[src/rtl/rmw_sequencer.sv]
// rmw_sequencer: runs the read / dummy-write / write bus sequence of 6502 read-modify-write ops,
// drives the shared ALU and returns NZC flags.
package rmw_sequencer_pkg;
   typedef enum logic [2:0] {ALU_NOP, ALU_SHIFTL, ALU_SHIFTR, ALU_ADC, ALU_SBC} alu_op_e;
endpackage

module rmw_sequencer
   import rmw_sequencer_pkg::*;
#(
   parameter int ADDR_W      = 16,
   parameter bit DUMMY_WRITE = 1'b1
) (
   input  logic              clk_i,
   input  logic              rst_i,
   input  logic              start_i,
   input  logic [2:0]        rmw_op_i,
   input  logic [ADDR_W-1:0] addr_i,
   input  logic              carry_i,
   output logic              busy_o,
   output logic              done_o,
   output logic              err_o,
   output logic              flag_n_o,
   output logic              flag_z_o,
   output logic              flag_c_o,
   output logic              flag_c_we_o,
   output logic [7:0]        alu_a_o,
   output logic [7:0]        alu_b_o,
   output alu_op_e           alu_op_o,
   output logic              alu_carry_o,
   input  logic [7:0]        alu_res_i,
   input  logic              alu_carry_i,
   output logic [ADDR_W-1:0] bus_addr_o,
   output logic              bus_rd_o,
   output logic              bus_wr_o,
   output logic [7:0]        bus_wdata_o,
   input  logic [7:0]        bus_rdata_i,
   input  logic              bus_ready_i
);
   typedef enum logic [1:0] {IDLE, READ, MID, WRITE} state_e;
   state_e     state;
   logic [7:0] res;
   logic       res_c;
   logic       shift_op;
   logic       legal;

   assign legal   = rmw_op_i < 3'd6;
   assign alu_b_o = 8'h00;

   // alu_a_o doubles as the data register holding the byte read in READ
   always_ff @(posedge clk_i or posedge rst_i)
      if (rst_i) begin
         state       <= IDLE;
         busy_o      <= 1'b0;
         done_o      <= 1'b0;
         err_o       <= 1'b0;
         flag_n_o    <= 1'b0;
         flag_z_o    <= 1'b0;
         flag_c_o    <= 1'b0;
         flag_c_we_o <= 1'b0;
         alu_a_o     <= 8'h00;
         alu_op_o    <= ALU_NOP;
         alu_carry_o <= 1'b0;
         bus_addr_o  <= '0;
         bus_rd_o    <= 1'b0;
         bus_wr_o    <= 1'b0;
         bus_wdata_o <= 8'h00;
         res         <= 8'h00;
         res_c       <= 1'b0;
         shift_op    <= 1'b0;
      end else begin
         done_o <= 1'b0;
         err_o  <= 1'b0;
         case (state)
            IDLE: if (start_i) begin
               if (legal) begin
                  state       <= READ;
                  busy_o      <= 1'b1;
                  bus_addr_o  <= addr_i;
                  bus_rd_o    <= 1'b1;
                  shift_op    <= ~rmw_op_i[2];
                  alu_op_o    <= rmw_op_i[2] ? (rmw_op_i[0] ? ALU_SBC : ALU_ADC)
                                             : (rmw_op_i[0] ? ALU_SHIFTR : ALU_SHIFTL);
                  // ROL/ROR feed C, INC adds 1, DEC uses borrow-in (c=0) to subtract 1
                  alu_carry_o <= rmw_op_i[2] ? ~rmw_op_i[0] : (rmw_op_i[1] & carry_i);
               end else
                  err_o <= 1'b1;
            end
            READ: if (bus_ready_i) begin
               state       <= MID;
               alu_a_o     <= bus_rdata_i;
               bus_rd_o    <= 1'b0;
               bus_wr_o    <= DUMMY_WRITE;
               bus_wdata_o <= DUMMY_WRITE ? bus_rdata_i : 8'h00;
            end
            MID: if (bus_ready_i || !DUMMY_WRITE) begin
               state       <= WRITE;
               res         <= alu_res_i;
               res_c       <= alu_carry_i;
               bus_wr_o    <= 1'b1;
               bus_wdata_o <= alu_res_i;
            end
            WRITE: if (bus_ready_i) begin
               state       <= IDLE;
               busy_o      <= 1'b0;
               done_o      <= 1'b1;
               bus_wr_o    <= 1'b0;
               bus_wdata_o <= 8'h00;
               bus_addr_o  <= '0;
               flag_n_o    <= res[7];
               flag_z_o    <= res == 8'h00;
               flag_c_o    <= res_c;
               flag_c_we_o <= shift_op;
            end
            default: state <= IDLE;
         endcase
      end
endmodule

[config.mk]
export PLATFORM = sky130hd
export DESIGN_NAME = rmw_sequencer
export DESIGN_NICKNAME = d
export VERILOG_FILES = /design/src/rtl/rmw_sequencer.sv
export SDC_FILE = /design/constraint.sdc
export NUM_CORES = 1
export LEC_CHECK = 0
export CORE_MARGIN = 2
export CORE_UTILIZATION = 44
export DETAILED_ROUTE_END_ITERATION = 6
export HOLD_SLACK_MARGIN = 0.06
export PLACE_DENSITY = 0.81
export RECOVER_POWER = 50
export SYNTH_ARGS = -nofsm -noshare
export SYNTH_HDL_FRONTEND = slang
export SYNTH_SLANG_ARGS = --single-unit
[constraint.sdc]
create_clock -name clk_i -period 2.2 [get_ports clk_i]
set_input_delay 0.55 -clock clk_i [delete_from_list [all_inputs] [get_ports clk_i]]
set_output_delay 0.55 -clock clk_i [all_outputs]
set_load 0.01 [all_outputs]
* After elaboration in Yosys (flattened, before gate mapping)
Cells that the tools add are included.
Cells by class: multiply operators 0, multiplexer cells 30, equal/unequal tests 9, add/subtract/negate cells 0, bitwise operators 3, $lt $le $gt $ge 1, shifts and indexed selects 0, divide/modulo/power cells 0, reduce and logical (&&, ||, !) cells 16
Operator list (number):
- $mux W16 | 3
- $pmux W16 S2 | 1
- $mux W8 | 3
- $pmux W8 S3 | 1
- $mux W2 | 6
- $reduce_and A4 Y1 | 3
- $mux W1 | 10
- $ne A2 B2 Y1 const B | 5
- $logic_not A8 Y1 | 1
- $pmux W2 S4 | 1
- $mux W3 | 2
- $pmux W1 S2 | 3
- $reduce_and A2 Y1 | 3
- $reduce_and A3 Y1 | 2
- $reduce_bool A2 Y1 | 3
- $reduce_and A5 Y1 | 1
- $eq A2 B2 Y1 const B | 2
- $lt A3 B3 Y1 const B | 1
- $reduce_bool A3 Y1 | 1
- $eq A2 B1 Y1 const B | 1
- $logic_not A2 Y1 | 1
- $ne A2 B1 Y1 const B | 1
- $not A1 Y1 | 2
- $reduce_or A2 Y1 | 1
- $and A1 B1 Y1 | 1
Storage, ports and cells: bits of input ports 41, latch bits 0, bits in read-only memories 0, memories kept 0, bits in writable memories 0, register bits after elaboration 57, logic and storage cells 77

* Depth between registers and ports, before layout
Gate-level depths: netlist of run 1.
depth after elaboration 4, gate-level depth with buffers 7

* Worst setup path before layout of run 1
No wires, ideal clock.
path type register -> register, start point reg state[0], end point reg bus_addr_o[14], data required time 2080 ps, slack 593 ps, clock period less this slack 1607 ps, buffers on the path 1, cell stages (with the launch flop) 7, library setup time 120 ps, arrival time 1487 ps, path through dfrtp_1 inv_1 ha_1 or2b_1 o2bb2ai_2 buf_6 a22o_4
On the way: cells in the longest elaborated chain, start to end 3, elaborated cells on any way between the ends 8, classes of those cells eq/ne: 4; mux: 1; reduce/logical: 3
RTL lines:
- start, declared | line 40 | state_e state;
- start signal, assigned | line 52 | state <= IDLE;
- start signal, assigned | line 76 | state <= READ;
- start signal, assigned | line 89 | state <= MID;
- $eq A2 B2 Y1 / $logic_not A2 Y1 (equally long branches) | line 73 | case (state)
- $ne A2 B2 Y1 (no source line) / $reduce_bool A2 Y1 (equally long branches)
- $reduce_and A4 Y1 (no source line)
- end signal, assigned | line 78 | bus_addr_o <= addr_i;
- end, declared | line 32 | output logic [ADDR_W-1:0] bus_addr_o,
Parallel ways exist; a longest one is shown, timed or not. A chain may end at the register's enable or synchronous reset.

* Worst setup path after layout of run 1
start point in rmw_op_i[2], end point reg bus_addr_o[4]
On the way: cells in the longest elaborated chain, start to end 3
RTL lines:
- start, declared | line 16 | input logic [2:0] rmw_op_i,
- $lt A3 B3 Y1 | line 46 | assign legal = rmw_op_i < 3'd6;
- $ne A2 B2 Y1 (no source line)
- $reduce_and A4 Y1 (no source line)
No other way between the ends.

==> metrics.txt, run 1 <==
Final Hold Viols 0; fill cell count 450; Switching Power roughly 1500 uW; pin count of the biggest net entering global routing 26; switch share ~33%; Clock power frac 18.0%; Critical Path Fanout Max 17; PostCTS Resize Cnt 0; Num CTS Buffers 9; tightest hold margin 490.3 ps; Setup Buffers After CTS 0; Worst-Margin Slew 763.0 ps; Die X 80.24 um; syn avg cell area 12.98 um2; final period utilization between 80% and 90%; critical path class input port to flop; hpwl dp ~3.9 mm; Rows 27; Port Buf Inserts 85; Hold Path Class flop to flop; Routed wire per std cell 14.52 um; commonest non-fill, non-tap cell in the layout clkdlybuf4s50_1; core area 5574 um2; outcome finished clean; 1st-iter DRT viols 45; Rel. slew slack 48.83%; post-layout util roughly 64%; clock tree buffer depth 2; Tmin final roughly 2000 ps; maximum vdd drop ~0.00068 V; fraction of layout cells with a size suffix above 1 a little under a fifth; Async SR Flop Fraction between 90% and 100%; WP data required around 2500 ps; clk root buf clkbuf_8; prevailing post-synth register cell dfrtp_1; worst skew pair latency between 300 and 400 ps; routed wire length 5.313 mm; Die H 80.24 um; placed cells 350; first-pass GRT wire length about 9 mm; fin cells 366; pwr dens between 1000 and 1500 nW/um2; max frequency between 0.5 and 0.6 GHz; gp weighted congestion between 0.7 and 0.8; CP Capture Type flop; Ys Warns 0; Routed Antenna Nets 0; antenna violations before repair 0; Syn Std Cell Area about 2600 um2; Die ar. 6438 um2; skew final just under 7 ps; first drt pass iteration count 4; vias in the first global route ~1.8k; fin nets around 340; Pint roughly 3200 uW; Comb power frac roughly 45%; Clock transition at path regs ~60 ps; EDFF count, synth 0; # setup viols final 0; LEAKAGE between 0.0015 and 0.002 uW; Setup crit start kind input port; share of the yosys chip area belonging to registers 55.77%; Sink Count 57; Seq pwr share between 30% and 40%; Max-Cap Viols 0; Vias about 1.8k; DRC 0; number of diodes 0; max-slew violations 0; Post-CTS Hold Fix Bufs 0; Starting Density roughly 46%; Yosys reg bits 57; Critical Path AT roughly 2200 ps; gr usage total 18.28%; synthesized instance count between 150 and 200; TNS Setup 0 ps; synth-to-layout area growth 39.92%; RSZ-0062 raised after global routing no; # IOs 94; Distinct cells, synth 34; gr ovfl total 0; CTS tree yes; CTS H-tree lvls 3; most frequent cells in the layout clkdlybuf4s50_1, dfrtp_1, mux2_2; DR vias/cell roughly 4.8
metal layers:
metal	wire length [um]	vias up	global-route usage (%)
met5	0	-	0
met2	2297	69	25.50
met3	273	11	4.382
met4	99	0	8.136
li1	-	868	-
met1	2643	825	26.82
cells in the mapped netlist, types with 3 or more instances:
cell type  instances  area [um2]
a21oi_1           12       60.06
a22o_1             8       70.07
a22o_2             7       70.07
a31oi_1            3       18.77
buf_4              8       60.06
buf_6              3       33.78
dfrtp_1           57        1426
ha_1               6       75.07
inv_1             15       56.30
mux2_2            24       270.3
mux2i_1           10       100.1
nand2_1            6       22.52
nor2_1             5       18.77
nor3b_1            8       60.06
registers in the layout, summed over array words and instances, names as in the netlist, 2 cells and up:
name,flops
bus_wdata_o,8
alu_a_o,8
res,8
bus_addr_o,16
state,2
alu_op_o,3
worst max-delay path, cell delays in order:
cell and delay [ps]:
clkdlybuf4s50_1 660, a21boi_4 110, o2bb2ai_2 630, a22o_2 270
through the flow:
stage	cell area [um2]	power, uW	setup slack (ps)
after floorplan	2584	3007	250.4
after global placement	3432	3849	8.218
after detailed placement	3432	3923	-80.19
after CTS	3606	4789	207.8
after global routing	3578	5068	88.20
final	3578	4710	230.5
logic make-up (layout without fill, tap and decap cells):
logic type | Yosys count | after routing | share of synthesized area, %
mux | 34 | 34 | 14.48
fa+ha+maj | 6 | 6 | 2.935
flops | 57 | 57 | 55.77
other cells | 1 | 8 | 0.1466
simple gates | 29 | 29 | 6.507
compound gates | 38 | 38 | 12.08
buf+inv | 32 | 122 | 8.072
power by group through the flow:
stage	logic (uW)	clock network, uW	registers [uW]
after global placement	2120	0	1730
after global routing	2350	930	1780
after CTS	2190	866	1730
final	2140	845	1730
after floorplan	1150	0	1860
after detailed placement	2180	0	1740
path summary, 6_finish.rpt:
check / depth (start not counted) / slack [ps] / end / start
hold / removal: 1 / 490 / busy_o / busy_o
min in group asynchronous: 2 / 720 / busy_o / rst_i
max in group asynchronous: 3 / 490 / bus_addr_o[8] / rst_i
hold reg to reg: 1 / 490 / busy_o / busy_o
setup / recovery: 4 / 230 / bus_addr_o[4] / rmw_op_i[2]
setup reg to reg: 4 / 230 / bus_addr_o[4] / state[0]
layout make-up:
type / count / area [um2] / share of cell area (%)
Sequential cell: 57 / 1426 / 39.86
Multi-Input combinational cell: 115 / 948.4 / 26.50
Timing Repair Buffer: 91 / 883.3 / 24.69
Clock buffer: 13 / 158.9 / 4.441
Tap cell: 72 / 90.09 / 2.517
Inverter: 15 / 56.30 / 1.573
Clock inverter: 3 / 15.01 / 0.4196
(Power assumes the default switching activity.)
==> run 2, diff against run 1 <==
Settings changed: CAP_MARGIN set to 20, CELL_PAD_IN_SITES_DETAIL_PLACEMENT set to 0, CELL_PAD_IN_SITES_GLOBAL_PLACEMENT set to 1, CORE_UTILIZATION 44 to 31, PLACE_DENSITY 0.81 to 0.78.
Clock period 2.2 ns to 1.6 ns, I/O delays scaled along.
==> metrics.txt, run 2 (synthesis gave the netlist of run 1 again) <==
Hold Path Class flop to flop; worst skew pair latency 330 ps (about the same); tightest hold margin 489.3 ps (-1.001 ps); area of the multi-input gates 1018 um2 (+7.4%); Clock transition at path regs 60 ps (about the same); commonest non-fill, non-tap cell in the layout dfrtp_1; most frequent cells in the layout dfrtp_1, dlygate4sd2_1, clkdlybuf4s50_1; CTS tree yes; gp weighted congestion 0.7679 (-2.3%); Num CTS Buffers 9 (unchanged); LEAKAGE 0.001848 uW (+14%); fill cell count 780 (+73%); Vias 1908 (+7.6%); TNS Setup 0 ps (unchanged); fin nets 353 (+5.1%); synth-to-layout area growth 50.29%; Placed Instance Area 3640 um2 (+6.1%); Routed Antenna Nets 0 (unchanged); Setup WS post-layout 22.28 ps (-208.3 ps); first drt pass iteration count 4 (unchanged); pwr dens 1789 nW/um2 (+36%); # setup viols final 0 (unchanged); Tmin final roughly 1600 ps; max frequency approximately 0.63 GHz; final period utilization 98.61%; WHS Path Cells 1 (unchanged); gr ovfl total 0 (unchanged); Routed wire per std cell 14.38 um (-0.92%); CP Cell Sequence clkdlybuf4s50_1 -> nand2_2 -> o2bb2ai_4 -> a22o_2; Post-CTS Hold Fix Bufs 0 (unchanged); hpwl dp 4.198 mm (+6.5%); Die ar. 8993 um2 (+40%); Register Area 1426 um2 (unchanged); post-route cell area 3844 um2 (+7.4%); vias in the first global route 1973 (+7.6%); core area 8093 um2 (+45%); Rows 33 (+22%); Port Buf Inserts 85 (unchanged); Starting Density 31.60% (-14 points); outcome finished clean; flip-flop count of the largest register after layout 16 (unchanged); clock tree buffer depth 2 (unchanged); fraction of layout cells with a size suffix above 1 26.69% (+8.3 points); CTS H-tree lvls 3 (unchanged); post-layout util 47.50% (-17 points); Setup crit start kind input port; WP buf/inv 1 (unchanged); routed wire length 5.983 mm (+13%); Place WS -431.4 ps (-351.2 ps); gr usage total 14.57% (-3.7 points); Sink Count 57 (unchanged); skew final 7.151 ps (+0.3255 ps); pin count of the biggest net entering global routing 58 (+120%); max-slew violations 0 (unchanged); WP data required 1810 ps (-640 ps); cell depth of the worst setup path 4 (unchanged); Top reg by flops bus_addr_o; DR vias/cell 4.587 (-5.3%); RSZ-0062 raised after global routing yes; clk root buf clkbuf_8; Max-Cap Viols 0 (unchanged); CP Capture Type flop; antenna violations before repair 0 (unchanged); Die X 94.83 um (+18%); Rel. slew slack 48.44% (-0.39 points); Die H 94.83 um (+18%); Worst-Margin Slew 773.4 ps (+10.41 ps); Critical Path AT 1790 ps (-430 ps); DRC 0 (unchanged); number of diodes 0 (unchanged); first-pass GRT wire length 9.798 mm (+9.9%); CP max-delay cell clkdlybuf4s50_1; delay-heaviest family, CP buffers and inverters; 1st-iter DRT viols 34 (-24%); # IOs 94 (unchanged); CP peak stage delay 670 ps (about the same); maximum vdd drop 0.0007119 V (+5.1%); critical path class input port to flop; worst r2r path cells 6 (+2); Critical Path Fanout Max 9 (-8); Final Hold Viols 0 (unchanged)
==> run 2: changes by cell type in the layout (fill, tap and decap cells not counted), sizes merged, moves of 2 or more <==
cell           change
buf               +19
clkbuf             -3
clkdlybuf4s50     -44
clkinvlp           +2
dlygate4sd2       +44
inv                -2
==> run 2: final timing paths <==
kind	to	from	slack, ps
worst max-delay path	bus_addr_o[6]	bus_ready_i	20
worst min-delay path	busy_o	busy_o	490
worst max register to register	bus_addr_o[10]	state[0]	30
worst min register to register	busy_o	busy_o	490
max in group asynchronous	state[0]	rst_i	260
min in group asynchronous	bus_addr_o[4]	rst_i	830
==> run 2: what timing repair did <==
item                       4_1_cts  5_1_grt
gates resized for setup         49        8
buffers inserted                 1        0
pin swaps                        1        1
gates cloned                     1        0
setup endpoints to repair       62       45
==> run 2: layout make-up <==
class | instances | share of cell area (%)
clock buffer | 13 | 3.874
clock inverter | 3 | 1.042
inverter | 15 | 1.660
multi-input combinational | 116 | 26.50
sequential | 57 | 37.11
tap | 105 | 3.418
timing repair buffer | 107 | 26.40
==> run 2: report_power, final <==
| group | switching [uW] | leakage, uW | internal, uW |
|---|---|---|---|
| clock network | 554 | 0.0000974 | 759 |
| logic | 1440 | 0.00104 | 1770 |
| registers | 308 | 0.000708 | 2050 |
| total | 2300 | 0.00185 | 4580 |
==> run 2: metal layers <==
metal	vias to the layer above	track usage, %	wire length (um)
li1	900	-	-
met1	927	18.97	2712
met2	70	22.52	2801
met3	11	3.990	351
met4	0	6.763	117
met5	-	0	0
==> run 2: per-stage QoR <==
stage          cells  power [uW]
2_1_floorplan    204        4138
3_3_place_gp     398        5656
3_5_place_dp     398        5729
4_1_cts          416        6945
5_1_grt          416        7415
6_report         416        6877
